==> src/rtl/apb_pkg.sv <==
// ============================================================================
// Module  : apb_pkg
// Brief   : Shared widths, FSM state type and address legality helper for
//           the APB slave register memory.
// Revision: 1.0 - initial release
// ============================================================================
`default_nettype none

package apb_pkg;

    localparam int APB_ADDR_W = 32;
    localparam int APB_DATA_W = 32;
    localparam int APB_STRB_W = 4;

    typedef enum logic [1:0] {
        IDLE = 2'd0,
        WAIT = 2'd1,
        RESP = 2'd2
    } apb_slv_state_t;

    // Legal means: at or above the base, word-aligned, and inside the array.
    function automatic logic apb_addr_legal(
        input logic [APB_ADDR_W-1:0] addr,
        input logic [APB_ADDR_W-1:0] base,
        input int unsigned           depth
    );
        logic [APB_ADDR_W-1:0] off;
        off = addr - base;
        return (addr >= base)
            && ((off >> 2) < APB_ADDR_W'(depth))
            && (addr[1:0] == 2'b00);
    endfunction

endpackage

`default_nettype wire

==> src/rtl/apb_byte_mem.sv <==
// ============================================================================
// Module  : apb_byte_mem
// Brief   : DEPTH x 32-bit word storage with byte-enable writes, an
//           asynchronous read port and a synchronous clear on reset.
// Revision: 1.0 - initial release
// ============================================================================
`default_nettype none

module apb_byte_mem
    import apb_pkg::*;
#(
    parameter int DEPTH = 64,
    parameter int IDX_W = $clog2(DEPTH)
) (
    input  logic                  clk,
    input  logic                  rst,
    input  logic                  i_we,
    input  logic [IDX_W-1:0]      i_waddr,
    input  logic [APB_DATA_W-1:0] i_wdata,
    input  logic [APB_STRB_W-1:0] i_wstrb,
    input  logic [IDX_W-1:0]      i_raddr,
    output logic [APB_DATA_W-1:0] o_rdata
);

    logic [APB_DATA_W-1:0] mem_q [DEPTH];
    logic [APB_DATA_W-1:0] wr_word_d;

    // Merge the strobed bytes into the current word content.
    always_comb begin
        wr_word_d = mem_q[i_waddr];
        for (int b = 0; b < APB_STRB_W; b++) begin
            if (i_wstrb[b]) begin
                wr_word_d[8*b +: 8] = i_wdata[8*b +: 8];
            end
        end
    end

    always_ff @(posedge clk) begin
        if (rst) begin
            for (int i = 0; i < DEPTH; i++) begin
                mem_q[i] <= '0;
            end
        end else if (i_we) begin
            mem_q[i_waddr] <= wr_word_d;
        end
    end

    assign o_rdata = mem_q[i_raddr];

endmodule

`default_nettype wire

==> src/rtl/apb_slave_mem.sv <==
// ============================================================================
// Module  : apb_slave_mem
// Brief   : APB slave register memory with programmable wait states and an
//           error response for illegal addresses. Wait states are built only
//           when APB_SLV_WAIT_EN is defined; otherwise PREADY rises in the
//           first access cycle.
// Revision: 1.0 - initial release
// ============================================================================
`default_nettype none

module apb_slave_mem
    import apb_pkg::*;
#(
    parameter logic [APB_ADDR_W-1:0] ADDR_BASE   = 32'h0000_0000,
    parameter int                    DEPTH       = 64,
    parameter int                    WAIT_CYCLES = 2
) (
    input  logic                  PCLK,
    input  logic                  PRESET,
    input  logic                  PSEL,
    input  logic                  PENABLE,
    input  logic                  PWRITE,
    input  logic [APB_ADDR_W-1:0] PADDR,
    input  logic [APB_DATA_W-1:0] PWDATA,
    input  logic [APB_STRB_W-1:0] PSTRB,
    output logic                  PREADY,
    output logic [APB_DATA_W-1:0] PRDATA,
    output logic                  PSLVERR
);

    localparam int IDX_W = $clog2(DEPTH);

    apb_slv_state_t        state_q,   state_d;
    logic [IDX_W-1:0]      idx_q,     idx_d;
    logic                  write_q,   write_d;
    logic [APB_DATA_W-1:0] wdata_q,   wdata_d;
    logic [APB_STRB_W-1:0] strb_q,    strb_d;
    logic                  illegal_q, illegal_d;
    logic                  pready_q,  pready_d;
    logic [APB_DATA_W-1:0] prdata_q,  prdata_d;
    logic                  pslverr_q, pslverr_d;

    logic                  go_resp;
    logic                  mem_we;
    logic [APB_DATA_W-1:0] mem_rdata;

`ifdef APB_SLV_WAIT_EN
    logic [3:0]            cnt_q,     cnt_d;
`else
    logic                  unused_wait_cfg;
    assign unused_wait_cfg = (WAIT_CYCLES != 0);
`endif

    always_comb begin
        state_d   = state_q;
        idx_d     = idx_q;
        write_d   = write_q;
        wdata_d   = wdata_q;
        strb_d    = strb_q;
        illegal_d = illegal_q;
        pready_d  = 1'b0;
        prdata_d  = '0;
        pslverr_d = 1'b0;
        go_resp   = 1'b0;
        mem_we    = 1'b0;
`ifdef APB_SLV_WAIT_EN
        cnt_d     = cnt_q;
`endif

        unique case (state_q)
            IDLE: begin
                // An access phase with no preceding setup is ignored.
                if (PSEL && !PENABLE) begin
                    idx_d     = IDX_W'((PADDR - ADDR_BASE) >> 2);
                    write_d   = PWRITE;
                    wdata_d   = PWDATA;
                    strb_d    = PSTRB;
                    illegal_d = !apb_addr_legal(PADDR, ADDR_BASE, DEPTH);
`ifdef APB_SLV_WAIT_EN
                    cnt_d     = 4'd0;
                    if (WAIT_CYCLES == 0) begin
                        go_resp = 1'b1;
                    end else begin
                        state_d = WAIT;
                    end
`else
                    go_resp   = 1'b1;
`endif
                end
            end
`ifdef APB_SLV_WAIT_EN
            WAIT: begin
                if (!PSEL) begin
                    state_d = IDLE;
                end else if (PENABLE) begin
                    if (cnt_q == 4'(WAIT_CYCLES - 1)) begin
                        go_resp = 1'b1;
                    end else begin
                        cnt_d = cnt_q + 4'd1;
                    end
                end
            end
`endif
            RESP: begin
                mem_we  = write_q && !illegal_q;
                state_d = IDLE;
            end
            default: begin
                state_d = IDLE;
            end
        endcase

        // Outputs are registered on entry to RESP so they are valid for
        // exactly the completing access cycle.
        if (go_resp) begin
            state_d   = RESP;
            pready_d  = 1'b1;
            pslverr_d = illegal_d;
            prdata_d  = (!illegal_d && !write_d) ? mem_rdata : '0;
        end
    end

    always_ff @(posedge PCLK) begin
        if (PRESET) begin
            state_q   <= IDLE;
            idx_q     <= '0;
            write_q   <= 1'b0;
            wdata_q   <= '0;
            strb_q    <= '0;
            illegal_q <= 1'b0;
            pready_q  <= 1'b0;
            prdata_q  <= '0;
            pslverr_q <= 1'b0;
`ifdef APB_SLV_WAIT_EN
            cnt_q     <= 4'd0;
`endif
        end else begin
            state_q   <= state_d;
            idx_q     <= idx_d;
            write_q   <= write_d;
            wdata_q   <= wdata_d;
            strb_q    <= strb_d;
            illegal_q <= illegal_d;
            pready_q  <= pready_d;
            prdata_q  <= prdata_d;
            pslverr_q <= pslverr_d;
`ifdef APB_SLV_WAIT_EN
            cnt_q     <= cnt_d;
`endif
        end
    end

    apb_byte_mem #(
        .DEPTH (DEPTH),
        .IDX_W (IDX_W)
    ) u_mem (
        .clk     (PCLK),
        .rst     (PRESET),
        .i_we    (mem_we),
        .i_waddr (idx_q),
        .i_wdata (wdata_q),
        .i_wstrb (strb_q),
        .i_raddr (idx_d),
        .o_rdata (mem_rdata)
    );

    assign PREADY  = pready_q;
    assign PRDATA  = prdata_q;
    assign PSLVERR = pslverr_q;

endmodule

`default_nettype wire

==> config.mk <==
export PLATFORM = sky130hd
export DESIGN_NAME = apb_slave_mem
export DESIGN_NICKNAME = d
export VERILOG_FILES = /design/src/rtl/apb_pkg.sv /design/src/rtl/apb_byte_mem.sv /design/src/rtl/apb_slave_mem.sv
export SDC_FILE = /design/constraint.sdc
export NUM_CORES = 2
export LEC_CHECK = 0
export ABC_CLOCK_PERIOD_IN_PS = 7300
export BUFFER_PORTS_ARGS = -buffer_cell sky130_fd_sc_hd__buf_4
export CAP_MARGIN = 20
export CORE_UTILIZATION = 67
export DETAILED_ROUTE_END_ITERATION = 7
export PLACE_DENSITY_LB_ADDON = 0.12
export SKIP_CTS_REPAIR_TIMING = 1
export SLEW_MARGIN = 20
export SYNTH_ARGS = -nofsm -noshare
export SYNTH_HDL_FRONTEND = slang
export SYNTH_SLANG_ARGS = --single-unit
==> constraint.sdc <==
create_clock -name PCLK -period 7.3 [get_ports PCLK]
set_input_delay 1.46 -clock PCLK [delete_from_list [all_inputs] [get_ports PCLK]]
set_output_delay 1.46 -clock PCLK [all_outputs]
set_load 0.05 [all_outputs]
; After elaboration in Yosys (flattened, before gate mapping)
; Memory sizes are Yosys's and may differ from the RTL's. A register that Yosys moved wholly into a read port is not among the register bits.
; Index checks and enable logic that the tools add are counted.
[totals]
n_memories = 1
input_bits = 73
ramBits = 2048
out_inout_bits = 34
wordCells = 62
ff_bits = 47
[op_classes]
magnitude_cmp = 2
n_eq_ne = 5
n_reduce_logical = 20
mux = 24
bitwise = 2
[mem_list]
columns = name, depth, word_bits, read_ports, rd_ports_with_merged_regs, write_ports, line
row1 = u_mem.mem_q, 64, 32, 1, 1, 64, apb_byte_mem.sv:25  ; logic [APB_DATA_W-1:0] mem_q [DEPTH];
[op_table]
columns = operator, n
row1 = ">= comparator 32 x 1 -> 1 bit, second input constant", 1
row2 = 2-to-1 mux 32 bit, 1
row3 = 2-to-1 mux 8 bit, 4
row4 = OR reduction 32 bit, 1
row5 = "less-than comparator 30 x 7 -> 1 bit, second input constant", 1
row6 = 2-to-1 mux 6 bit, 3
row7 = 2-to-1 mux 1 bit, 13
row8 = AND reduction 2 bit, 5
row9 = logical AND 1 bit, 5
row10 = logical NOT 1 bit, 5
row11 = logical NOT 2 bit, 2
row12 = 2-to-1 mux 2 bit, 2
row13 = 2-to-1 mux 4 bit, 1
row14 = "inequality test 1 bit, second input constant", 4
row15 = OR reduction 3 bit, 1
row16 = "inequality test 2 bit, second input constant", 1
row17 = inverter 1 bit, 2
row18 = OR reduction 2 bit, 1

; Logic depth before layout (Yosys ltp)
[logic_depth]
word_depth = 10
mapped_depth = 12
ltp_nobuf = 7

; Hierarchy
; Synthesis repeated with hierarchy kept, for this count alone.
[hier_totals]
cells_unflattened = 6594
area_unflattened_um2 = 97355.9
[by_module_without_submodules]
columns = module, instances, cells_each, seq_area_each_um2, area_each_um2
row1 = apb_byte_mem, 1, 6286, 61499.0, 94464.3
row2 = apb_slave_mem, 1, 308, 1581.5, 2891.5

; Least setup slack after synthesis
; Ideal clock, no wire load.
[synth_path]
kind = input -> register
startpoint = input port PENABLE
endpoint = register prdata_q[11] (netlist: PRDATA[11]), read port of u_mem.mem_q
path_stages = 9
required_ps = 7178
setup_slack_ps = 3672
arrival_time_ps = 3506
setup_time_ps = 122
n_path_buf = 3
path_cell_list = nor3b_1 > buf_4 > mux2i_2 > buf_2 > buf_1 > nand3_1 > a32oi_1 > nand4_1 > a221o_1
[synth_via]
elab_chain_len = 8
elab_cells_between_ends = 16
classes_between = 8 x mux / 2 x bitwise / 6 x reduce/logical
[synth_rtl]
columns = element, line
row1 = start: declaration, apb_slave_mem.sv:21  ; input logic PENABLE,
row2 = logical NOT 1 bit *, apb_slave_mem.sv:73  ; if (PSEL && !PENABLE) begin
row3 = logical AND 1 bit *, apb_slave_mem.sv:73
row4 = 2-to-1 mux 1 bit, apb_slave_mem.sv:73
row5 = 2-to-1 mux 1 bit, apb_slave_mem.sv:70  ; unique case (state_q)
row6 = logical NOT 1 bit, apb_slave_mem.sv:119  ; prdata_d = (!illegal_d && !write_d) ? mem_rdata : '0;
row7 = logical AND 1 bit, apb_slave_mem.sv:119
row8 = inverter 1 bit (no source line), n/a
row9 = OR reduction 3 bit (no source line), n/a
row10 = end: declaration, apb_slave_mem.sv:40  ; logic [APB_DATA_W-1:0] prdata_q, prdata_d;
; Every way passes the cells marked *; elsewhere a longest branch is shown, timed or not.
; A chain may end at the register's enable or synchronous reset.

; Worst setup path in the final report
[layout_path]
startpoint = input port PENABLE
endpoint = register prdata_q[15] (netlist: PRDATA[15]), read port of u_mem.mem_q
; The elaborated chain is that of the path after synthesis.

==> summary.txt <==
Outcome
  • Status: finished clean

Clocking
  • Clock sinks: between 2000 and 2500
  • Clock Pin Slew Worst Setup and Hold Paths: 0.07 ns
  • H-tree lvl count: 4
  • Clock root cell: clkbuf_16
  • Latest clock arrival within the worst-skew pair: 0.85 ns
  • CTS tree: done
  • CTS max path bufs: 3
  • Total CTS buffers: between 200 and 250

Worst setup path
  • Crit. End Element: flip-flop
  • Type of the worst setup path: in -> reg
  • Top delay family on crit path: buffers and inverters
  • Worst setup SP type: input port
  • Worst path most repeated cell: buf_4
  • CP Launch Point: PENABLE
  • CP endpoint: PRDATA[15]
  • Critical path data required time: a little over 8 ns
  • Worst Path Buf+Inv: 5
  • Critical Path, Cell by Cell: buf_4, nor3b_2, buf_4, mux2i_4, buf_8, buf_4, buf_4, a21oi_1, a22oi_1, a22oi_1, a31oi_1, a221o_1
  • R2R setup slack: between 2 and 3 ns
  • Worst Path Arrival: between 5 and 6 ns
  • Crit path largest cell delay: slightly above 0.9 ns
  • RR Endpoint: PRDATA[15]
  • R2R depth: 11
  • Worst path slowest cell: a31oi_1
  • Reg2Reg Launch Point: state_q[1]
  • CP max FO: 29
  • Critical path depth in cells: 12

Logic synthesis
  • Netlist cell types: 36
  • Post-synth design cell area: 99900 µm²
  • YS warnings: 0
  • Syn Inst Count: 8557
  • Syn nets: about 8600
  • Sequential-to-total area share from yosys stat: ~63%
  • FF+latch count, synth: around 2100
  • Avg Inst Size Synth: about 12 µm²

Timing
  • Unrepaired setup endpoints after global routing: no
  • Worst Skew: 0.0266 ns
  • Slew HR: approximately 15%
  • Setup_tns: 0 ns
  • Period minus WS final: just over 5 ns
  • Max Slew Vio Count: 0
  • Fin crit share: between 60% and 70%
  • Actual slew at the worst max-slew pin: about 1.3 ns
  • Final Setup Violations: 0
  • Final hold viol count: 0
  • Maximum clock frequency: between 0.15 and 0.2 GHz

Final layout
  • Share of cells above drive strength 1: 8.95%
  • Area growth from synthesis to layout: 7.93%
  • Commonest non-fill, non-tap cells in the layout: 2048 x and3_1, 2048 x edfxtp_1, 1153 x nand2_1, 536 x mux2i_1, 441 x nand3_1
  • Nets@finish: around 8000
  • Non-Filler Instances: 10100

Global routing
  • Total track usage: 38.1%
  • First-pass GRT wire length: 428 mm
  • Global routing usage on met3: under 10%
  • Met2 GRT Util: between 50% and 60%
  • Vias in the first global route: 67000
  • Largest net degree at the start of global routing: ~290
  • Grt met1 use: roughly 53%
  • Antenna violations before repair: 19
  • Gr busiest metal: met2
  • Gr ovfl total: 0

Detailed routing
  • Drt drc: 0
  • Via count: around 71000
  • Post-DR wirelength/cell: just under 30 µm
  • Vias per std cell: between 7 and 8
  • Drt initial violations: about 11000
  • Drt total wl: roughly 290 mm
  • Routed Antenna Nets: 0
  • Pre-antenna DRT Iters: 8

Power and ir drop
  • Worst vdd rail ir drop: around 0.00024 V
  • Leak: roughly 0.048 µW
  • Pwr/cell area: 246 nW/µm²

Die
  • Die width: 388 µm
  • Core area: about 150000 µm²
  • Die Area: about 150000 µm²
  • Initial Utilization: between 60 and 70%
  • IO Pins: 107
  • Core Rows: 141
  • Die height: about 390 µm

Hold path
  • Hold Path Class: reg -> reg

Placed design
  • Detailed Place HPWL: between 150 and 200 mm
  • IO Port Bufs: roughly 110
  • Dpl cells: between 9000 and 10000
  • Routability Congestion: around 0.94

Run
  • Max-cap violations: 0
==> tightest hold or removal path, stage by stage (launching register included) <==
cell     delay, ns
dfxtp_2       0.32
nand2_1       0.05
a21oi_1       0.05
==> logic make-up (layout without fill, tap and decap cells) <==
kind of cell    after synthesis  after routing  share of synthesized area (%)
flops                      2127           2127                           63.1
simple gates               3798           3798                           20.2
other cells                   0              7                              0
compound gates             1016           1016                           7.02
mux                         542            542                           5.46
buf+inv                    1074            696                           4.23
==> how the worst min path moves through the flow <==
stage,cells past startpoint,start,to
detailed placement,2,wdata_q[7],wdata_q[7]
finish,2,wdata_q[4],wdata_q[4]
global placement,2,wdata_q[31],wdata_q[31]
floorplan,2,strb_q[0],strb_q[0]
global route,2,wdata_q[1],wdata_q[1]
CTS,2,wdata_q[7],wdata_q[7]
==> through the flow <==
stage | cell area (µm²) | utilization [%] | total power (µW) | setup slack [ns] | hold slack [ns]
after floorplan | 99900 | - | 15400 | 3.67 | 0.432
after global placement | 101000 | 68.4 | 16100 | 1.50 | 0.442
after detailed placement | 101000 | 68.5 | 16200 | 1.45 | 0.447
after CTS | 108000 | 72.9 | 26500 | 2.36 | 0.456
after global routing | 108000 | 72.9 | 27100 | 2.10 | 0.477
final | 108000 | 73.0 | 26600 | 2.20 | 0.457
==> registers in the layout, summed over array words and instances (netlist names) <==
signal       cells
u_mem.mem_q   2048
PRDATA          32
wdata_q         32
idx_q            6
strb_q           4
PREADY           1
PSLVERR          1
illegal_q        1
state_q          1
write_q          1
==> layout make-up <==
class	count	area, µm²
Sequential cell	2127	63100
Fill cell	9800	40000
Multi-Input combinational cell	5356	32900
Clock buffer	277	5730
Timing Repair Buffer	314	2760
Tap cell	1930	2410
Clock inverter	104	863
Antenna cell	7	17.5
Inverter	1	3.75
==> layer usage <==
| layer | wire [µm] | share of wire [%] |
|---|---|---|
| met1 | 107000 | 36 |
| met2 | 132000 | 45 |
| met3 | 40100 | 14 |
| met4 | 14600 | 5.0 |
| met5 | 44 | 0.015 |
==> power by group <==
group          switching, µW  total (µW)  leakage, µW  internal, µW
registers                154       13900       0.0219         13700
logic                   1530        2110       0.0224           574
clock network           4600       10600      0.00324          5980
==> synthesized netlist by cell type (all sizes together) <==
cell / count / area [µm²]
inv: 1 / 3.75
nor3: 7 / 35.0
mux4: 2 / 45.0
a221oi: 26 / 228
buf: 165 / 820
nand4: 33 / 206
or3: 3 / 18.8
a22oi: 140 / 1050
a21o: 258 / 1940
o21ai: 26 / 130
or3b: 6 / 52.6
a21oi: 347 / 1740
a31oi: 8 / 50.1
nor4: 6 / 37.5
dfxtp: 79 / 1580
or2: 1 / 6.26
clkbuf: 908 / 3410
a32oi: 178 / 1560
nor4bb: 2 / 20.0
and2: 6 / 37.5
nand2: 1153 / 4330
and3: 2048 / 12800
nor3b: 1 / 7.51
a211oi: 1 / 7.51
edfxtp: 2048 / 61500
nand3b: 7 / 52.6
a221o: 32 / 320
nor2: 84 / 315
mux2i: 538 / 5390
nand3: 441 / 2210
mux2: 2 / 22.5
No activity file was read; power rests on OpenSTA's default activity.
